$ cat src/rtl/quant_divide_pipe.sv
// Pipelined signed-by-unsigned restoring divider for the JPEG quantiser.
// Saturating, optionally rounding, valid/ready with a global stall.
module quant_divide_pipe #(
    parameter int DW        = 19,
    parameter int VW        = 8,
    parameter int QW        = 11,
    parameter int REG_EVERY = 2,
    parameter int ROUND     = 1,
    parameter int TW        = 6
) (
    input  logic          clk,
    input  logic          rst,
    input  logic          in_valid,
    output logic          in_ready,
    input  logic [DW-1:0] dividend,
    input  logic [VW-1:0] divisor,
    input  logic [TW-1:0] in_tag,
    output logic          out_valid,
    input  logic          out_ready,
    output logic [QW-1:0] quotient,
    output logic [TW-1:0] out_tag,
    output logic          out_dz,
    output logic          out_sat
);
    localparam int NR = (QW - 1) / REG_EVERY;
    localparam int WW = ((DW > VW + QW) ? DW : VW + QW) + 1;
    localparam logic [QW:0] MPOS = (QW + 1)'((1 << (QW - 1)) - 1);
    localparam logic [QW:0] MNEG = (QW + 1)'(1 << (QW - 1));
    localparam logic [QW-1:0] QPOS = {1'b0, {(QW - 1){1'b1}}};
    localparam logic [QW-1:0] QNEG = {1'b1, {(QW - 1){1'b0}}};

    logic advance;
    assign advance  = ~out_valid | out_ready;
    assign in_ready = advance;

    logic [DW-1:0] mag_d;
    logic          ov_d;
    assign mag_d = dividend[DW-1] ? -dividend : dividend;
    assign ov_d  = WW'(mag_d) >= (WW'(divisor) << QW);

    // Index 0 is the input register, 1..NR the inter-step registers.
    logic [DW-1:0] p_rem_q [NR+1];
    logic [QW-1:0] p_quo_q [NR+1];
    logic [VW-1:0] p_div_q [NR+1];
    logic [TW-1:0] p_tag_q [NR+1];
    logic          p_s_q   [NR+1];
    logic          p_dz_q  [NR+1];
    logic          p_ov_q  [NR+1];
    logic          p_vld_q [NR+1];

    logic [DW-1:0] n_rem_d [NR+1];
    logic [QW-1:0] n_quo_d [NR+1];

    function automatic logic [DW+QW-1:0] steps(
        input logic [DW-1:0] rem,
        input logic [QW-1:0] quo,
        input logic [VW-1:0] dv,
        input int            k0,
        input int            k1
    );
        logic [DW-1:0] r;
        logic [QW-1:0] q;
        logic [WW-1:0] t;
        r = rem;
        q = quo;
        for (int k = 1; k <= QW; k++) begin
            if (k >= k0 && k <= k1) begin
                t = WW'(dv) << (QW - k);
                if (WW'(r) >= t) begin
                    r = r - t[DW-1:0];
                    q[QW-k] = 1'b1;
                end
            end
        end
        return {r, q};
    endfunction

    for (genvar j = 0; j <= NR; j++) begin : g_seg
        localparam int K0 = j * REG_EVERY + 1;
        localparam int K1 = ((j + 1) * REG_EVERY < QW) ? (j + 1) * REG_EVERY : QW;
        assign {n_rem_d[j], n_quo_d[j]} =
            steps(p_rem_q[j], p_quo_q[j], p_div_q[j], K0, K1);
    end

    always_ff @(posedge clk or posedge rst) begin
        if (rst) begin
            for (int j = 0; j <= NR; j++) begin
                p_vld_q[j] <= 1'b0;
                p_rem_q[j] <= '0;
                p_quo_q[j] <= '0;
                p_div_q[j] <= '0;
                p_tag_q[j] <= '0;
                p_s_q[j]   <= 1'b0;
                p_dz_q[j]  <= 1'b0;
                p_ov_q[j]  <= 1'b0;
            end
        end else if (advance) begin
            p_vld_q[0] <= in_valid;
            if (in_valid) begin
                p_rem_q[0] <= mag_d;
                p_quo_q[0] <= '0;
                p_div_q[0] <= divisor;
                p_tag_q[0] <= in_tag;
                p_s_q[0]   <= dividend[DW-1];
                p_dz_q[0]  <= (divisor == '0);
                p_ov_q[0]  <= ov_d;
            end
            for (int j = 1; j <= NR; j++) begin
                p_vld_q[j] <= p_vld_q[j-1];
                if (p_vld_q[j-1]) begin
                    p_rem_q[j] <= n_rem_d[j-1];
                    p_quo_q[j] <= n_quo_d[j-1];
                    p_div_q[j] <= p_div_q[j-1];
                    p_tag_q[j] <= p_tag_q[j-1];
                    p_s_q[j]   <= p_s_q[j-1];
                    p_dz_q[j]  <= p_dz_q[j-1];
                    p_ov_q[j]  <= p_ov_q[j-1];
                end
            end
        end
    end

    logic          rnd_d;
    logic [QW:0]   m_d;
    logic [QW-1:0] q_d;
    logic          sat_d;

    // Half away from zero on the magnitude: bump when 2r >= divisor.
    assign rnd_d = (ROUND != 0) &&
                   (WW'({n_rem_d[NR], 1'b0}) >= WW'(p_div_q[NR]));
    assign m_d   = {1'b0, n_quo_d[NR]} + {{QW{1'b0}}, rnd_d};

    always_comb begin
        q_d   = '0;
        sat_d = 1'b0;
        if (p_dz_q[NR] || p_ov_q[NR] ||
            (!p_s_q[NR] && m_d > MPOS) || (p_s_q[NR] && m_d > MNEG)) begin
            q_d   = p_s_q[NR] ? QNEG : QPOS;
            sat_d = 1'b1;
        end else begin
            q_d = p_s_q[NR] ? -m_d[QW-1:0] : m_d[QW-1:0];
        end
    end

    logic          vld_q;
    logic [QW-1:0] quo_q;
    logic [TW-1:0] tag_q;
    logic          dz_q;
    logic          sat_q;

    always_ff @(posedge clk or posedge rst) begin
        if (rst) begin
            vld_q <= 1'b0;
            quo_q <= '0;
            tag_q <= '0;
            dz_q  <= 1'b0;
            sat_q <= 1'b0;
        end else if (advance) begin
            vld_q <= p_vld_q[NR];
            if (p_vld_q[NR]) begin
                quo_q <= q_d;
                tag_q <= p_tag_q[NR];
                dz_q  <= p_dz_q[NR];
                sat_q <= sat_d;
            end
        end
    end

    assign out_valid = vld_q;
    assign quotient  = quo_q;
    assign out_tag   = tag_q;
    assign out_dz    = dz_q;
    assign out_sat   = sat_q;
endmodule

$ cat config.mk
export PLATFORM = sky130hd
export DESIGN_NAME = quant_divide_pipe
export DESIGN_NICKNAME = d
export VERILOG_FILES = /design/src/rtl/quant_divide_pipe.sv
export SDC_FILE = /design/constraint.sdc
export NUM_CORES = 1
export LEC_CHECK = 0
export BUFFER_PORTS_ARGS = -buffer_cell sky130_fd_sc_hd__buf_2
export CAP_MARGIN = 30
export CELL_PAD_IN_SITES_DETAIL_PLACEMENT = 1
export CELL_PAD_IN_SITES_GLOBAL_PLACEMENT = 2
export CORE_MARGIN = 5
export CORE_UTILIZATION = 35
export DETAILED_ROUTE_END_ITERATION = 10
export PLACE_DENSITY_LB_ADDON = 0.1
export SLEW_MARGIN = 10
export SYNTH_ARGS = -nofsm -noshare
export SYNTH_HDL_FRONTEND = slang
export SYNTH_SLANG_ARGS = --single-unit
$ cat constraint.sdc
create_clock -name clk -period 8.7 [get_ports clk]
set_input_delay 1.74 -clock clk [delete_from_list [all_inputs] [get_ports clk]]
set_output_delay 1.74 -clock clk [all_outputs]
set_load 0.02 [all_outputs]
Yosys cells after proc, flatten, opt, wreduce, memory -nomap -nowiden
Index checks and enable logic that the tools add are counted.
{"block": "word_totals", "out_inout_bits": 21, "ramBits": 0, "latch_bits": 0, "in_bits": 37, "word_cells": 124, "rom_bits": 0, "register_bits": 272, "n_memories": 0}
{"block": "op_classes", "add_sub_neg": 14, "bitwise": 2, "magnitude_cmp": 15, "shifts": 0, "mul": 0, "n_reduce_logical": 14, "n_div": 0, "n_eq_ne": 0, "muxes": 27}
{"operator": "19-bit 2-to-1 mux", "count": 12}
{"operator": "11-bit 2-to-1 mux", "count": 3}
{"operator": "20-bit by 8-bit >= comparator with 1-bit output", "count": 1}
{"operator": "19-bit by 10-bit >= comparator with 1-bit output", "count": 1}
{"operator": "19-bit by 11-bit >= comparator with 1-bit output", "count": 1}
{"operator": "19-bit by 12-bit >= comparator with 1-bit output", "count": 1}
{"operator": "19-bit by 13-bit >= comparator with 1-bit output", "count": 1}
{"operator": "19-bit by 14-bit >= comparator with 1-bit output", "count": 1}
{"operator": "19-bit by 15-bit >= comparator with 1-bit output", "count": 1}
{"operator": "19-bit by 16-bit >= comparator with 1-bit output", "count": 1}
{"operator": "19-bit by 17-bit >= comparator with 1-bit output", "count": 1}
{"operator": "19-bit by 18-bit >= comparator with 1-bit output", "count": 1}
{"operator": "19-bit >= comparator", "count": 1}
{"operator": "19-bit by 8-bit >= comparator with 1-bit output", "count": 1}
{"operator": "19-bit by 9-bit >= comparator with 1-bit output", "count": 1}
{"operator": "19-bit negator", "count": 1}
{"operator": "19-bit by 10-bit subtractor with 19-bit output", "count": 1}
{"operator": "19-bit by 11-bit subtractor with 19-bit output", "count": 1}
{"operator": "19-bit by 12-bit subtractor with 19-bit output", "count": 1}
{"operator": "19-bit by 13-bit subtractor with 19-bit output", "count": 1}
{"operator": "19-bit by 14-bit subtractor with 19-bit output", "count": 1}
{"operator": "19-bit by 15-bit subtractor with 19-bit output", "count": 1}
{"operator": "19-bit by 16-bit subtractor with 19-bit output", "count": 1}
{"operator": "19-bit by 17-bit subtractor with 19-bit output", "count": 1}
{"operator": "other kinds (15)", "count": 35}

Logic depth before layout (Yosys ltp)
Gate-level depths: netlist of the first run.
{"block": "logic_depth", "ltp_word": 9, "ltp_mapped": 32, "depth_no_buf": 32}

Worst setup path before layout of the first run
OpenSTA, ideal clock, no wires.
{"block": "synth_path", "path_kind": "reg-to-reg", "start": "register p_rem_q[1] in the netlist's numbering", "end": "register quo_q[1] (netlist: quotient[1])", "required_time_ns": 8.617, "stages_incl_launch_ff": 31, "path_buffers": 1, "slack_ns": 2.648, "period_less_slack_ns": 6.052, "setup_time_ns": 0.083, "arrival_time_ns": 5.969, "path_cell_list": "dfrtp_1 > ha_1 > nor2b_1 > o21ai_0 > a21oi_1 > o21ai_0 > a211oi_1 > nor4_1 > inv_1 > nor2_1 > a21oi_1 > ha_1 > nor2b_1 > o21a_1 > o21a_1 > o21a_1 > o21a_1 > o21a_1 > o21ai_0 > o311a_1 > nand3_1 > ha_1 > ha_1 > clkbuf_1 > nor3_1 > a31oi_1 > o21ai_0 > nand3_1 > o31ai_1 > a21oi_1 > o21ai_0"}
{"block": "synth_between", "elab_chain_len": 9, "elab_cells_between_ends": 15, "classes_between": "add/sub: 3; order compare: 4; mux: 4; reduce/logical: 4"}
{"item": "start: declaration", "line": "42", "source": "logic [DW-1:0] p_rem_q [NR+1];"}
{"item": "start signal: indexed assignment", "line": "111", "source": "p_rem_q[j] <= n_rem_d[j-1];"}
{"item": "19-bit by 8-bit subtractor with 19-bit output / 19-bit by 8-bit >= comparator with 1-bit output (equally long branches)", "line": "70, 69"}
{"item": "19-bit 2-to-1 mux", "line": "69", "source": "if (WW'(r) >= t) begin"}
{"item": "20-bit by 8-bit >= comparator with 1-bit output", "line": "130", "source": "(WW'({n_rem_d[NR], 1'b0}) >= WW'(p_div_q[NR]));"}
{"item": "11-bit by 1-bit adder with 12-bit output (*)", "line": "131", "source": "assign m_d = {1'b0, n_quo_d[NR]} + {{QW{1'b0}}, rnd_d};"}
{"item": "12-bit by 10-bit greater-than comparator with 1-bit output", "line": "137", "source": "(!p_s_q[NR] && m_d > MPOS) || (p_s_q[NR] && m_d > MNEG)) begin"}
{"item": "1-bit logical AND", "line": "137"}
{"item": "1-bit logical OR", "line": "136", "source": "if (p_dz_q[NR] || p_ov_q[NR] ||"}
{"item": "1-bit logical OR", "line": "137"}
{"item": "11-bit 2-to-1 mux (*)", "line": "136"}
{"item": "end signal: assignment", "line": "161", "source": "quo_q <= q_d;"}
{"item": "end: declaration", "line": "146", "source": "logic [QW-1:0] quo_q;"}
Mark *: on every way between the ends. The rest lies on a longest branch, timed or not.
A chain may end at the register's enable or synchronous reset.

Worst setup path after layout of the first run
{"block": "layout_path", "start": "register p_rem_q[1] in the netlist's numbering", "end": "register quo_q[4] (netlist: quotient[4])"}
The elaborated chain is that of the path after synthesis.

==> flow_metrics.env, run 1 <==
export IMPL_status="completed"
export IMPL_die_h_um=236
export IMPL_post_cts_buffers=0
export IMPL_max_freq_ghz=0.145
export IMPL_finalClockSkew_ns=0.0157
export IMPL_drt_first_pass_iters=4
export IMPL_dpl_cell_count=2774
export IMPL_rsz0062_at_grt="no"
export IMPL_yosysMostFrequentCell="nand2_1"
export IMPL_core_area_um2=51000
export IMPL_ys_types=90
export IMPL_hold_viol_final=0
export IMPL_reg2reg_depth=31
export IMPL_avgSynthCellArea_um2=8.48
export IMPL_start_util_pct=35.1
export IMPL_cts_tree="built"
export IMPL_vias=14800
export IMPL_cp_end_kind="flop"
export IMPL_yosysSeqAreaShare_pct=38.0
export IMPL_area_growth_pct=11.4
export IMPL_cp_arrival_ns=7.36
export IMPL_period_share_pct=79.3
export IMPL_finalSetupViolCount=0
export IMPL_drc_errors=0
export IMPL_grt_pass1_wl_mm=82.9
export IMPL_die_area_um2=55800
export IMPL_routedWlPerCell_um=17.6
export IMPL_fin_cells=2835
export IMPL_holdPathStages=2
export IMPL_crit_path_max_incr_delay_ns=0.72
export IMPL_grt_pass1_vias=15600
export IMPL_die_w_um=236
export IMPL_setup_ws_ns=1.80
export IMPL_io_buffer_count=57
export IMPL_cts_resized=0
export IMPL_ys_warn_count=0
export IMPL_crit_slowest_cell="a211oi_1"
export IMPL_hpwl_mm=37.9
export IMPL_overflow=0
export IMPL_syn_inst=2112
export IMPL_drive_above_1_share_pct=10.5
export IMPL_synth_common_cells="nand2_1 (480), dfrtp_1 (272), o21ai_0 (167), nor2_1 (115), inv_1 (111)"
export IMPL_synth_async_reset_ratio_pct=100
export IMPL_diodes=0
export IMPL_clock_root_buffer="clkbuf_16"
export IMPL_synth_enable_flop_cells=0
export IMPL_syn_nets=2268
export IMPL_synth_flop_cell="dfrtp_1"
export IMPL_fin_nets=2290
export IMPL_ant_nets=0
export IMPL_synth_seq_cells=272
export IMPL_clk_pin_slew_ns=0.05
export IMPL_slew_violations=0
export IMPL_row_count=83
export IMPL_clock_path_buffers=3
export IMPL_required_ns=9.17
export IMPL_viasPerCell=5.21
export IMPL_slew_headroom_pct=28.8
export IMPL_tightest_slew_ns=1.07
export IMPL_cts_made_buffers=35
export IMPL_min_period_ns=6.90
export IMPL_worst_path_most_repeated_cell="o21a_1"
export IMPL_globalRouteTotalUtil_pct=17.6
export IMPL_synth_top_area_share_pct=38.0
export IMPL_hold_class="flop to flop"
export IMPL_htree_levels=2
export IMPL_grt_max_degree=171
export IMPL_crit_type="flop to flop"
export IMPL_fillCellCount=6044
export IMPL_cts_hold_buf=0
export IMPL_cp_start_kind="flop"
export IMPL_hold_worst_slack_ns=0.456
export IMPL_syn_area_um2=17900
export IMPL_drtIter0Drc=627
export IMPL_maxCapViolCount=0
export IMPL_post_place_ws_ns=1.85
export IMPL_place_gp_congestion=0.840
export IMPL_tns_ns=0
export IMPL_synth_area_top_cells="dfrtp_1 (38%), nand2_1 (10%), ha_1 (7.5%)"
export IMPL_crit_fanout=12
export IMPL_clkLatencyLatePin_ns=0.55
export IMPL_clkSinkCount=272
export IMPL_antenna_found_initial=0
export IMPL_yosys_area_top_type="dfrtp_1"
export IMPL_wirelength_mm=49.8
export IMPL_pin_count=58
[area by class of cell]
cell class	instances	area (um^2)	area share, %
Tap cell	680	851	4.26
Inverter	112	424	2.13
Multi-Input combinational cell	1636	10300	51.7
Timing Repair Buffer	77	478	2.40
Clock buffer	48	965	4.83
Clock inverter	10	115	0.577
Sequential cell	272	6810	34.1
[worst paths after layout]
path / from / endpoint / slack (ns)
min in group asynchronous: rst / p_rem_q[74] / 1.37
max in group asynchronous: rst / out_tag[1] / 5.94
worst max-delay path: p_rem_q[1] / quotient[4] / 1.80
worst max register to register: p_rem_q[1] / quotient[4] / 1.80
worst min-delay path: n_quo_d[14] / n_quo_d[3] / 0.46
worst min register to register: n_quo_d[14] / n_quo_d[3] / 0.46
[placed cells by master, fill, tap and decap left out, types with 5 or more instances in the layout]
| cell | synthesis | final |
|---|---|---|
| clkbuf_16 | 0 | 35 |
| o31ai_1 | 19 | 19 |
| buf_4 | 0 | 16 |
| inv_1 | 111 | 110 |
| nor4_1 | 20 | 20 |
| nand2b_1 | 19 | 19 |
| a21o_1 | 19 | 19 |
| o21ai_1 | 17 | 17 |
| o21a_1 | 22 | 22 |
| o211ai_1 | 27 | 27 |
| dfrtp_1 | 272 | 272 |
| or2_2 | 14 | 14 |
| xnor2_1 | 58 | 58 |
| buf_2 | 7 | 58 |
| a211oi_1 | 13 | 13 |
| a21boi_0 | 10 | 10 |
| a21oi_1 | 85 | 85 |
| clkbuf_1 | 75 | 9 |
| o311ai_0 | 5 | 5 |
| o21ai_0 | 167 | 167 |
| mux2i_1 | 27 | 27 |
| nor2_1 | 115 | 115 |
| and3_1 | 11 | 11 |
| nor4b_1 | 5 | 5 |
| and2_1 | 12 | 12 |
| mux2_2 | 53 | 53 |
| or4_1 | 13 | 13 |
| ha_1 | 108 | 108 |
| fa_1 | 11 | 11 |
| a31oi_1 | 22 | 22 |
| nor3_1 | 35 | 35 |
| o41ai_1 | 8 | 8 |
| nand3_1 | 31 | 31 |
| nand2_1 | 480 | 477 |
| nand4_1 | 28 | 28 |
| xor2_1 | 38 | 38 |
| nor2b_1 | 32 | 32 |
| or3_1 | 23 | 23 |
[flip-flops by register name, indices dropped and copies added, names as in the netlist]
| signal | cells |
|---|---|
| quotient | 11 |
| p_tag_q | 36 |
| p_s_q | 6 |
| p_ov_q | 6 |
| out_dz | 1 |
| out_tag | 6 |
| n_quo_d | 30 |
| out_sat | 1 |
| p_rem_q | 114 |
| out_valid | 1 |
| p_div_q | 48 |
| p_vld_q | 6 |
| p_dz_q | 6 |
[routing by layer]
layer	global-route usage, %	up-vias	part of all wire, %
met3	2.43	64	2.2
met2	31.0	108	49
li1	-	7406	-
met4	3.94	0	2.0
met5	0	-	0
met1	23.2	7202	47
[worst max-delay path, delay by kind of cell, from the launching register on]
family | cells | cell delay (ns)
flops | 1 | 0.42
simple gates | 8 | 1.14
buf+inv | 3 | 0.67
fa+ha+maj | 4 | 1.15
compound gates | 16 | 3.43
[logic make-up after synthesis]
family | Yosys count | synth area share [%]
AOI/OAI and AO/OA | 469 | 16.6
xor gates and xnor gates | 96 | 4.69
adders and majority gates | 119 | 8.77
buffers and inverters | 204 | 4.49
DFF | 272 | 38.0
muxes | 83 | 5.05
and+or+nand+nor | 869 | 22.4
[through the flow]
step	cell area (um^2)	utilization (%)
after floorplan	17900	-
after global placement	18800	36.9
after detailed placement	18800	36.9
after CTS	19900	39.0
after global routing	20000	39.1
final	20000	39.1
Power of run 1 is left out: the tool's default activity adds up to more than one toggle a clock period on the data nets, which glitch-free logic cannot reach.
==> inputs of run 2 (changes only) <==
==> constraint.sdc (replaced) <==
create_clock -name clk -period 6.1 [get_ports clk]
set_input_delay 1.22 -clock clk [delete_from_list [all_inputs] [get_ports clk]]
set_output_delay 1.22 -clock clk [all_outputs]
set_load 0.02 [all_outputs]
==> flow_metrics.env, run 2 (synthesized netlist as in run 1, its figures left out) <==
export IMPL_status="completed"
export IMPL_r2r_setup_slack_ns=0.33
export IMPL_drive_above_1_share_pct=12.5
export IMPL_htree_levels=2
export IMPL_holdPathStages=2
export IMPL_core_area_um2=51000
export IMPL_vias=14900
export IMPL_drt_first_pass_iters=6
export IMPL_setup_ws_ns=0.329
export IMPL_timing_rr_end="quotient[6]"
export IMPL_hold_class="flop to flop"
export IMPL_slew_violations=0
export IMPL_clock_root_buffer="clkbuf_16"
export IMPL_grt_pass1_vias=15700
export IMPL_ant_nets=0
export IMPL_maxCapViolCount=0
export IMPL_tightest_slew_ns=0.910
export IMPL_row_count=83
export IMPL_reg2reg_depth=26
export IMPL_min_to="p_tag_q[29]"
export IMPL_drtIter0Drc=562
export IMPL_required_ns=6.57
export IMPL_clk_pin_slew_ns=0.05
export IMPL_viasPerCell=5.17
export IMPL_cp_end_kind="flop"
export IMPL_io_buffer_count=57
export IMPL_grt_pass1_wl_mm=84.0
export IMPL_worst_path_most_repeated_cell="o21a_1"
export IMPL_finalSetupViolCount=0
export IMPL_overflow=0
export IMPL_pin_count=58
export IMPL_crit_path_max_incr_delay_ns=0.57
export IMPL_mostFrequentLayoutCells="nand2_1 (477), dfrtp_1 (272), o21ai_0 (163)"
export IMPL_place_gp_congestion=0.839
export IMPL_area_growth_pct=13.7
export IMPL_hold_path_startpoint="p_tag_q[35]"
export IMPL_cts_tree="built"
export IMPL_regMostFlops="p_rem_q"
export IMPL_fin_nets=2323
export IMPL_reg2reg_from="p_rem_q[15]"
export IMPL_antenna_found_initial=1
export IMPL_largest_register_ffs=114
export IMPL_finalClockSkew_ns=0.0165
export IMPL_clkLatencyLatePin_ns=0.55
export IMPL_globalRouteTotalUtil_pct=17.9
export IMPL_crit_slowest_cell="or4_1"
export IMPL_crit_type="flop to flop"
export IMPL_max_freq_ghz=0.173
export IMPL_die_area_um2=55800
export IMPL_clock_path_buffers=3
export IMPL_die_w_um=236
export IMPL_crit_fanout=5
export IMPL_grt_max_degree=162
export IMPL_cts_hold_buf=0
export IMPL_slew_headroom_pct=39.3
export IMPL_period_share_pct=94.6
export IMPL_cp_start_kind="flop"
export IMPL_hpwl_mm=38.3
export IMPL_reg_top3="p_rem_q x114, p_div_q x48, p_tag_q x36"
export IMPL_wirelength_mm=50.1
export IMPL_min_period_ns=5.77
export IMPL_start_util_pct=35.1
export IMPL_clkSinkCount=272
export IMPL_cts_made_buffers=36
export IMPL_hold_viol_final=0
export IMPL_final_common_cell="nand2_1"
export IMPL_post_place_ws_ns=-0.0793
export IMPL_fillCellCount=5996
export IMPL_cp_arrival_ns=6.24
export IMPL_die_h_um=236
export IMPL_routedWlPerCell_um=17.4
export IMPL_drc_errors=0
-- run 2: cell types whose count changed in the layout (fill, tap and decap cells not counted), moves of 2 or more --
cell / delta
buf_4: +30
clkbuf_1: +3
clkbuf_8: +3
ha_1: -3
ha_2: +3
o21ai_0: -4
o21ai_1: +3
o31ai_1: -2
o31ai_2: +2
-- run 2: layer usage --
metal / vias up / routed length, um / share of wire [%] / GRT usage, %
li1: 7482 / - / - / -
met2: 107 / 24400 / 49 / 31.0
met1: 7211 / 23400 / 47 / 23.6
met5: - / 0 / 0 / 0
met4: 0 / 1170 / 2.3 / 4.37
met3: 66 / 1100 / 2.2 / 2.51
-- run 2: final cells by class --
class	count	area, um^2	share of cell area [%]
Tap cell	680	851	4.18
Sequential cell	272	6810	33.4
Clock inverter	11	145	0.712
Clock buffer	55	1040	5.12
Multi-Input combinational cell	1636	10400	50.9
Antenna cell	1	2.50	0.0123
Timing Repair Buffer	109	734	3.60
Inverter	112	424	2.08
-- run 2: through the flow --
stage / TNS (ns) / hold slack, ns / utilization, % / cells / cell area, um^2
6_report: 0 / 0.460 / 40.0 / 2876 / 20400
4_1_cts: 0 / 0.466 / 39.7 / 2868 / 20200
3_3_place_gp: 0 / 0.450 / 37.3 / 2801 / 19000
5_1_grt: -0.0387 / 0.488 / 40.0 / 2875 / 20400
3_5_place_dp: -0.128 / 0.452 / 37.4 / 2802 / 19100
2_1_floorplan: 0 / 0.433 / - / 2112 / 17900
-- run 2: repair_timing --
action	in CTS	in global routing
resized for setup	1	15
setup endpoints to repair	9	12
pin swaps	0	5
gates cloned	0	2
endpoints found under the hold margin	0	0
buffers inserted	0	4
-- run 2: critical path: cells and delay by family (launching register included) --
kind | cells | cell delay [ns]
AND/OR/NAND/NOR | 10 | 2.51
AO/OA/AOI/OAI | 11 | 1.78
adder cells (fa/ha/maj) | 2 | 0.50
buffers and inverters | 3 | 0.48
flip-flops | 1 | 0.41
-- run 2: how the worst max path moves through the flow --
stage	endpoint	depth (start not counted)	startpoint	slack (ns)
finish	quotient[6]	26	p_rem_q[15]	0.33
global placement	quotient[9]	32	p_rem_q[1]	0.08
global route	quotient[9]	30	p_rem_q[1]	-0.01
CTS	quotient[1]	31	p_rem_q[1]	0.004
floorplan	quotient[1]	30	p_rem_q[1]	0.05
detailed placement	quotient[1]	31	p_rem_q[1]	-0.08
Power of run 2 is left out for the same reason.
